$ cat src/rtl/button_event_arbiter.sv
// rtl/button_event_arbiter.sv - debounced levels to PRESS/RELEASE/LONG events on one round-robin valid/ready channel
module button_event_arbiter #(
  parameter int N_BUTTONS  = 4,
  parameter int ID_W       = 2,
  parameter int LONG_LIMIT = 25000000,
  parameter int CNT_W      = 25
) (
  input  logic                 i_Clk,
  input  logic                 i_Reset,
  input  logic [N_BUTTONS-1:0] i_Buttons,
  input  logic                 i_Evt_Ready,
  input  logic                 i_Clr_Ovf,
  output logic                 o_Evt_Valid,
  output logic [ID_W-1:0]      o_Evt_Id,
  output logic [1:0]           o_Evt_Kind,
  output logic [N_BUTTONS-1:0] o_Pending,
  output logic                 o_Overflow
);

  localparam logic [1:0] KIND_PRESS   = 2'b00;
  localparam logic [1:0] KIND_RELEASE = 2'b01;
  localparam logic [1:0] KIND_LONG    = 2'b10;
  localparam logic [CNT_W-1:0] LONG_CNT = CNT_W'(LONG_LIMIT);

  typedef enum logic {ST_IDLE, ST_OFFER} state_t;

  state_t               state;
  logic [N_BUTTONS-1:0] prev;
  logic [N_BUTTONS-1:0] slot_full;
  logic [1:0]           slot_kind [N_BUTTONS];
  logic [CNT_W-1:0]     hold_cnt  [N_BUTTONS];
  logic [ID_W-1:0]      rr_ptr;

  logic                 grant_found;
  logic                 grant_fire;
  logic [ID_W-1:0]      grant_id;
  logic [ID_W-1:0]      ptr_next;
  logic [N_BUTTONS-1:0] grant_clr;
  logic [N_BUTTONS-1:0] new_evt;
  logic [N_BUTTONS-1:0] overwrite;
  logic [1:0]           new_kind [N_BUTTONS];

  // First full slot at or after rr_ptr, wrapping modulo N_BUTTONS.
  always_comb begin
    int              idx;
    logic [ID_W-1:0] idx_w;
    grant_found = 1'b0;
    grant_id    = '0;
    idx         = 0;
    idx_w       = '0;
    for (int i = 0; i < N_BUTTONS; i++) begin
      idx = int'(rr_ptr) + i;
      if (idx >= N_BUTTONS) idx = idx - N_BUTTONS;
      idx_w = ID_W'(idx);
      if (!grant_found && slot_full[idx_w]) begin
        grant_found = 1'b1;
        grant_id    = idx_w;
      end
    end
  end

  assign grant_fire = grant_found && (state == ST_IDLE || i_Evt_Ready);
  assign ptr_next   = (grant_id == ID_W'(N_BUTTONS - 1)) ? '0 : grant_id + 1'b1;
  assign grant_clr  = grant_fire ? (N_BUTTONS'(1) << grant_id) : '0;
  assign o_Pending  = slot_full;

  always_comb begin
    for (int i = 0; i < N_BUTTONS; i++) begin
      new_evt[i]  = 1'b0;
      new_kind[i] = KIND_PRESS;
      if (i_Buttons[i] && !prev[i]) begin
        new_evt[i] = 1'b1;
      end else if (!i_Buttons[i] && prev[i]) begin
        new_evt[i]  = 1'b1;
        new_kind[i] = KIND_RELEASE;
      end else if (i_Buttons[i] && prev[i] && hold_cnt[i] == LONG_CNT - 1'b1) begin
        new_evt[i]  = 1'b1;
        new_kind[i] = KIND_LONG;
      end
      // A slot drained by this edge's grant can take the new event cleanly.
      overwrite[i] = new_evt[i] && slot_full[i] && !grant_clr[i];
    end
  end

  always_ff @(posedge i_Clk or posedge i_Reset) begin
    if (i_Reset) begin
      prev       <= '0;
      slot_full  <= '0;
      o_Overflow <= 1'b0;
      for (int i = 0; i < N_BUTTONS; i++) begin
        slot_kind[i] <= KIND_PRESS;
        hold_cnt[i]  <= '0;
      end
    end else begin
      prev <= i_Buttons;
      for (int i = 0; i < N_BUTTONS; i++) begin
        if (!i_Buttons[i] || !prev[i]) begin
          hold_cnt[i] <= '0;
        end else if (hold_cnt[i] != LONG_CNT) begin
          hold_cnt[i] <= hold_cnt[i] + 1'b1;
        end
        if (new_evt[i]) begin
          slot_full[i] <= 1'b1;
          slot_kind[i] <= new_kind[i];
        end else if (grant_clr[i]) begin
          slot_full[i] <= 1'b0;
        end
      end
      if (|overwrite) begin
        o_Overflow <= 1'b1;
      end else if (i_Clr_Ovf) begin
        o_Overflow <= 1'b0;
      end
    end
  end

  always_ff @(posedge i_Clk or posedge i_Reset) begin
    if (i_Reset) begin
      state       <= ST_IDLE;
      rr_ptr      <= '0;
      o_Evt_Valid <= 1'b0;
      o_Evt_Id    <= '0;
      o_Evt_Kind  <= KIND_PRESS;
    end else begin
      case (state)
        ST_IDLE: begin
          if (grant_found) begin
            o_Evt_Valid <= 1'b1;
            o_Evt_Id    <= grant_id;
            o_Evt_Kind  <= slot_kind[grant_id];
            rr_ptr      <= ptr_next;
            state       <= ST_OFFER;
          end
        end
        ST_OFFER: begin
          if (i_Evt_Ready) begin
            if (grant_found) begin
              o_Evt_Id   <= grant_id;
              o_Evt_Kind <= slot_kind[grant_id];
              rr_ptr     <= ptr_next;
            end else begin
              o_Evt_Valid <= 1'b0;
              state       <= ST_IDLE;
            end
          end
        end
        default: state <= ST_IDLE;
      endcase
    end
  end

endmodule

$ cat config.mk
export PLATFORM = sky130hd
export DESIGN_NAME = button_event_arbiter
export DESIGN_NICKNAME = d
export VERILOG_FILES = /design/src/rtl/button_event_arbiter.sv
export SDC_FILE = /design/constraint.sdc
export NUM_CORES = 1
export LEC_CHECK = 0
export ABC_AREA = 1
export BUFFER_PORTS_ARGS = -buffer_cell sky130_fd_sc_hd__buf_4
export CAP_MARGIN = 20
export CORE_UTILIZATION = 28
export DETAILED_ROUTE_END_ITERATION = 12
export PLACE_DENSITY = 0.53
export RECOVER_POWER = 50
export SETUP_SLACK_MARGIN = 0.1
export SYNTH_ARGS = -nofsm -noshare
export SYNTH_HDL_FRONTEND = slang
export SYNTH_SLANG_ARGS = --single-unit
export TNS_END_PERCENT = 30
$ cat constraint.sdc
create_clock -name i_Clk -period 3.4 [get_ports i_Clk]
set_input_delay 0.17 -clock i_Clk [delete_from_list [all_inputs] [get_ports i_Clk]]
set_output_delay 0.17 -clock i_Clk [all_outputs]
set_load 0.03 [all_outputs]
==> out/summary.json <==
{
  "logic_synthesis": {
    "library_cell_with_the_highest_instance_count_after_synthesis": "sky130_fd_sc_hd__nand2_1",
    "synth_nets": 929,
    "netlist_area_um2": 6900,
    "synth_edf_count": 0,
    "portion_of_netlist_area_occupied_by_mux_cells_pct": 0,
    "synthesis.area_per_instance_um2": 7.59,
    "synth_compound_area_share_pct": 10.2,
    "seq_area_frac_synth_pct": 45.3,
    "yosys.area_share.adder_pct": 2.18,
    "post_synth_xor_area_fraction_pct": 2.28,
    "ys.flop_type": "sky130_fd_sc_hd__dfrtp_1",
    "synth_top_area_share_pct": 45.3,
    "synth_top_area_cell": "sky130_fd_sc_hd__dfrtp_1",
    "synth.area.top_cells": "sky130_fd_sc_hd__dfrtp_1, sky130_fd_sc_hd__nand2_1, sky130_fd_sc_hd__inv_1",
    "synth_top_cells_by_count": "sky130_fd_sc_hd__nand2_1, sky130_fd_sc_hd__inv_1, sky130_fd_sc_hd__dfrtp_1",
    "ys.warnings.count": 0,
    "synth_seq_cells": 125,
    "post_synth_inst_count": 909,
    "synth_top_family_by_area": "simple AND/OR/NAND/NOR gates",
    "post_synth_num_cell_types": 34,
    "async_reset_ff_share_pct": 100,
    "synth_simple_gate_area_share_pct": 31.1
  },
  "power": {
    "irDropWorstVdd_v": 0.000402,
    "p_per_area_nw_per_um2": 579,
    "power.static_leakage_nw": 3.51
  },
  "floorplan": {
    "ios": 18,
    "dieHeight_um": 159,
    "initial_util_pct": 28.5,
    "die-width_um": 159,
    "fp.dieArea_um2": 25300,
    "fp.coreArea_um2": 24200,
    "row_count": 57
  },
  "worst_setup_path": {
    "cp.arrival_ns": 2.54,
    "worst_setup_path_start_kind": "flip-flop",
    "crit_path_end_kind": "flip-flop",
    "crit_type": "flip-flop to flip-flop",
    "critical_path.max_fanout": 10,
    "crit_path_start": "rr_ptr[0]",
    "worstReg2RegStart": "rr_ptr[0]",
    "crit_required_ns": 3.70
  },
  "clock_network": {
    "holdBufCountCts": 5,
    "clk_latency_ns": 0.42,
    "postCtsSetupRepairBufs": 0,
    "clk_pin_slew_worst_paths_ns": 0.06,
    "cts.sink_count": 125,
    "h_tree_levels": 4,
    "ctsLongestPathBuffers": 2,
    "tritoncts": "yes",
    "postCtsResizedCells": 0,
    "cts_buf_count": 17,
    "clock_tree.root_cell": "sky130_fd_sc_hd__clkbuf_16"
  },
  "timing": {
    "timing.max_slew.rel_slack_pct": -16.0,
    "unrepaired_setup_endpoints_after_global_routing": "false",
    "totalNegativeSetupSlack_ns": 0,
    "maxSlewViolCount": 126,
    "layout_min_cycle_time_ns": 2.23,
    "worst_slew_pin_slew_ns": 1.74,
    "fraction_of_the_cycle_the_final_worst_path_needs_pct": 65.7,
    "report.final.setup_viol": 0,
    "hold_slack_ns": 0.0661,
    "finalClockSkew_ns": 0.00737,
    "timing.fmax_mhz": 448,
    "finalHoldViolations": 0
  },
  "drt": {
    "wire_per_inst_um": 11.9,
    "viasPerCell": 4.53,
    "vias": 5795,
    "firstDrtPassIters": 5,
    "post-route-drc-count": 0,
    "route.antenna.remaining_nets": 0,
    "drtIter0Drc": 299,
    "wl_mm": 15.2
  },
  "placed_design": {
    "globalplace.congestion": 0.821,
    "hpwlAfterDp_mm": 11.0,
    "instance_area_after_placement_um2": 7400,
    "port-buffer-count": 17,
    "dp.cells": 1241
  },
  "run": {
    "max-cap-violations": 1
  },
  "run_status": {
    "run_status": "complete, but fails checks",
    "failing_checks": "capacitance limit, slew limit"
  },
  "global_routing": {
    "pin_count_of_the_biggest_net_entering_global_routing": 126,
    "grt_remaining_overflow": 0,
    "globalRouteTotalUtil_pct": 12.7,
    "grt_pass1_wl_mm": 26.2,
    "number_of_antenna_violations_at_the_first_check_in_global_routing": 1,
    "vias_in_the_first_global_route": 5411
  },
  "layout": {
    "layout_cell_share_with_drive_strength_beyond_1_pct": 9.64,
    "layout.nets": 961,
    "area_grow_syn2layout_pct": 16.4,
    "utilization_pct": 33.1,
    "layout.cells.non_filler": 1279,
    "post-route-cell-area_um2": 8030
  },
  "min_path": {
    "min_from": "i_Evt_Ready",
    "hold_path.class": "input pin to flip-flop"
  }
}
## stage by stage
step / setup slack, ns / total power, W
after floorplan: 1.44 / 0.00254
after global placement: 1.27 / 0.00280
after detailed placement: 1.20 / 0.00280
after CTS: 1.18 / 0.00472
after global routing: 0.947 / 0.00491
final: 1.17 / 0.00465
## metal layers
| metal | GRT usage, % | vias up | wire [µm] | part of all wire (%) |
|---|---|---|---|---|
| met5 | 0 | - | 0 | 0 |
| met4 | 5.11 | 0 | 206 | 1.4 |
| met3 | 2.63 | 21 | 557 | 3.7 |
| met2 | 19.0 | 78 | 6730 | 44 |
| met1 | 18.0 | 2657 | 7740 | 51 |
| li1 | - | 3039 | - | - |
## path summary, 6_finish.rpt
kind                       slack [ns]  depth (start not counted)           end
setup / recovery                 1.17                         14    o_Overflow
hold / removal                   0.07                          4   o_Evt_Valid
setup reg to reg                 1.17                         14    o_Overflow
hold reg to reg                  0.48                          2  slot_kind[7]
max in group asynchronous        1.37                          4  slot_kind[3]
min in group asynchronous        0.93                          4  hold_cnt[35]
## critical path, stage by stage (launching register included)
cell and delay (ns):
sky130_fd_sc_hd__dfrtp_1 0.59, sky130_fd_sc_hd__nand2_1 0.15, sky130_fd_sc_hd__nand3_1 0.15, sky130_fd_sc_hd__nand2_2 0.11
sky130_fd_sc_hd__nor2_8 0.15, sky130_fd_sc_hd__nand3_1 0.08, sky130_fd_sc_hd__nand3_1 0.07, sky130_fd_sc_hd__nand2_1 0.13
sky130_fd_sc_hd__inv_1 0.16, sky130_fd_sc_hd__ha_1 0.18, sky130_fd_sc_hd__nand2_2 0.06, sky130_fd_sc_hd__nand3_1 0.09
sky130_fd_sc_hd__nand2_1 0.05, sky130_fd_sc_hd__nor2_1 0.08, sky130_fd_sc_hd__nand2_1 0.06
## registers in the layout, summed over array words and instances, names as in the netlist
name and count:
hold_cnt 100, slot_kind 8, o_Pending 4, prev 4, o_Evt_Id 2, o_Evt_Kind 2
rr_ptr 2, o_Evt_Valid 1, o_Overflow 1, state 1
## kinds of logic (layout without fill, tap and decap cells)
family	after synthesis	in the layout
flip-flops	125	125
AND/OR/NAND/NOR	459	459
XOR/XNOR	18	18
AO/OA/AOI/OAI	137	137
buffers and inverters	158	203
adder cells (fa/ha/maj)	12	12
other	0	1
## cells in the final DEF, fill, tap and decap left out, types with 3 or more instances in the layout
cell / n
sky130_fd_sc_hd__clkinv_2: 3
sky130_fd_sc_hd__o21ai_1: 5
sky130_fd_sc_hd__ha_1: 12
sky130_fd_sc_hd__nor2_2: 9
sky130_fd_sc_hd__nand4_1: 24
sky130_fd_sc_hd__dfrtp_1: 125
sky130_fd_sc_hd__clkbuf_8: 3
sky130_fd_sc_hd__nand2_1: 179
sky130_fd_sc_hd__clkinvlp_4: 3
sky130_fd_sc_hd__a31oi_1: 3
sky130_fd_sc_hd__bufinv_16: 3
sky130_fd_sc_hd__nor2_1: 93
sky130_fd_sc_hd__dlygate4sd3_1: 5
sky130_fd_sc_hd__xnor2_1: 6
sky130_fd_sc_hd__nor4_1: 15
sky130_fd_sc_hd__clkbuf_16: 17
sky130_fd_sc_hd__nand3_2: 4
sky130_fd_sc_hd__o21ai_0: 60
sky130_fd_sc_hd__inv_1: 137
sky130_fd_sc_hd__buf_4: 11
sky130_fd_sc_hd__clkbuf_1: 8
sky130_fd_sc_hd__a21oi_1: 62
sky130_fd_sc_hd__nand3_1: 66
sky130_fd_sc_hd__nor3_1: 41
sky130_fd_sc_hd__nor3_2: 7
sky130_fd_sc_hd__nand2_2: 11
sky130_fd_sc_hd__inv_2: 9
sky130_fd_sc_hd__xor2_1: 12
## final cells by class
type	count	area, µm²
Antenna cell	1	2.50
Clock buffer	22	474
Clock inverter	10	138
Fill cell	2605	16200
Inverter	148	564
Multi-Input combinational cell	626	3160
Sequential cell	125	3130
Tap cell	324	405
Timing Repair Buffer	23	163
## where the power goes
group          internal (W)  total [W]  switching, W
registers           0.00156    0.00166     0.0000994
logic              0.000358    0.00110      0.000743
clock network       0.00121    0.00189      0.000681
Note: power is estimated with default switching activity, not from simulation.
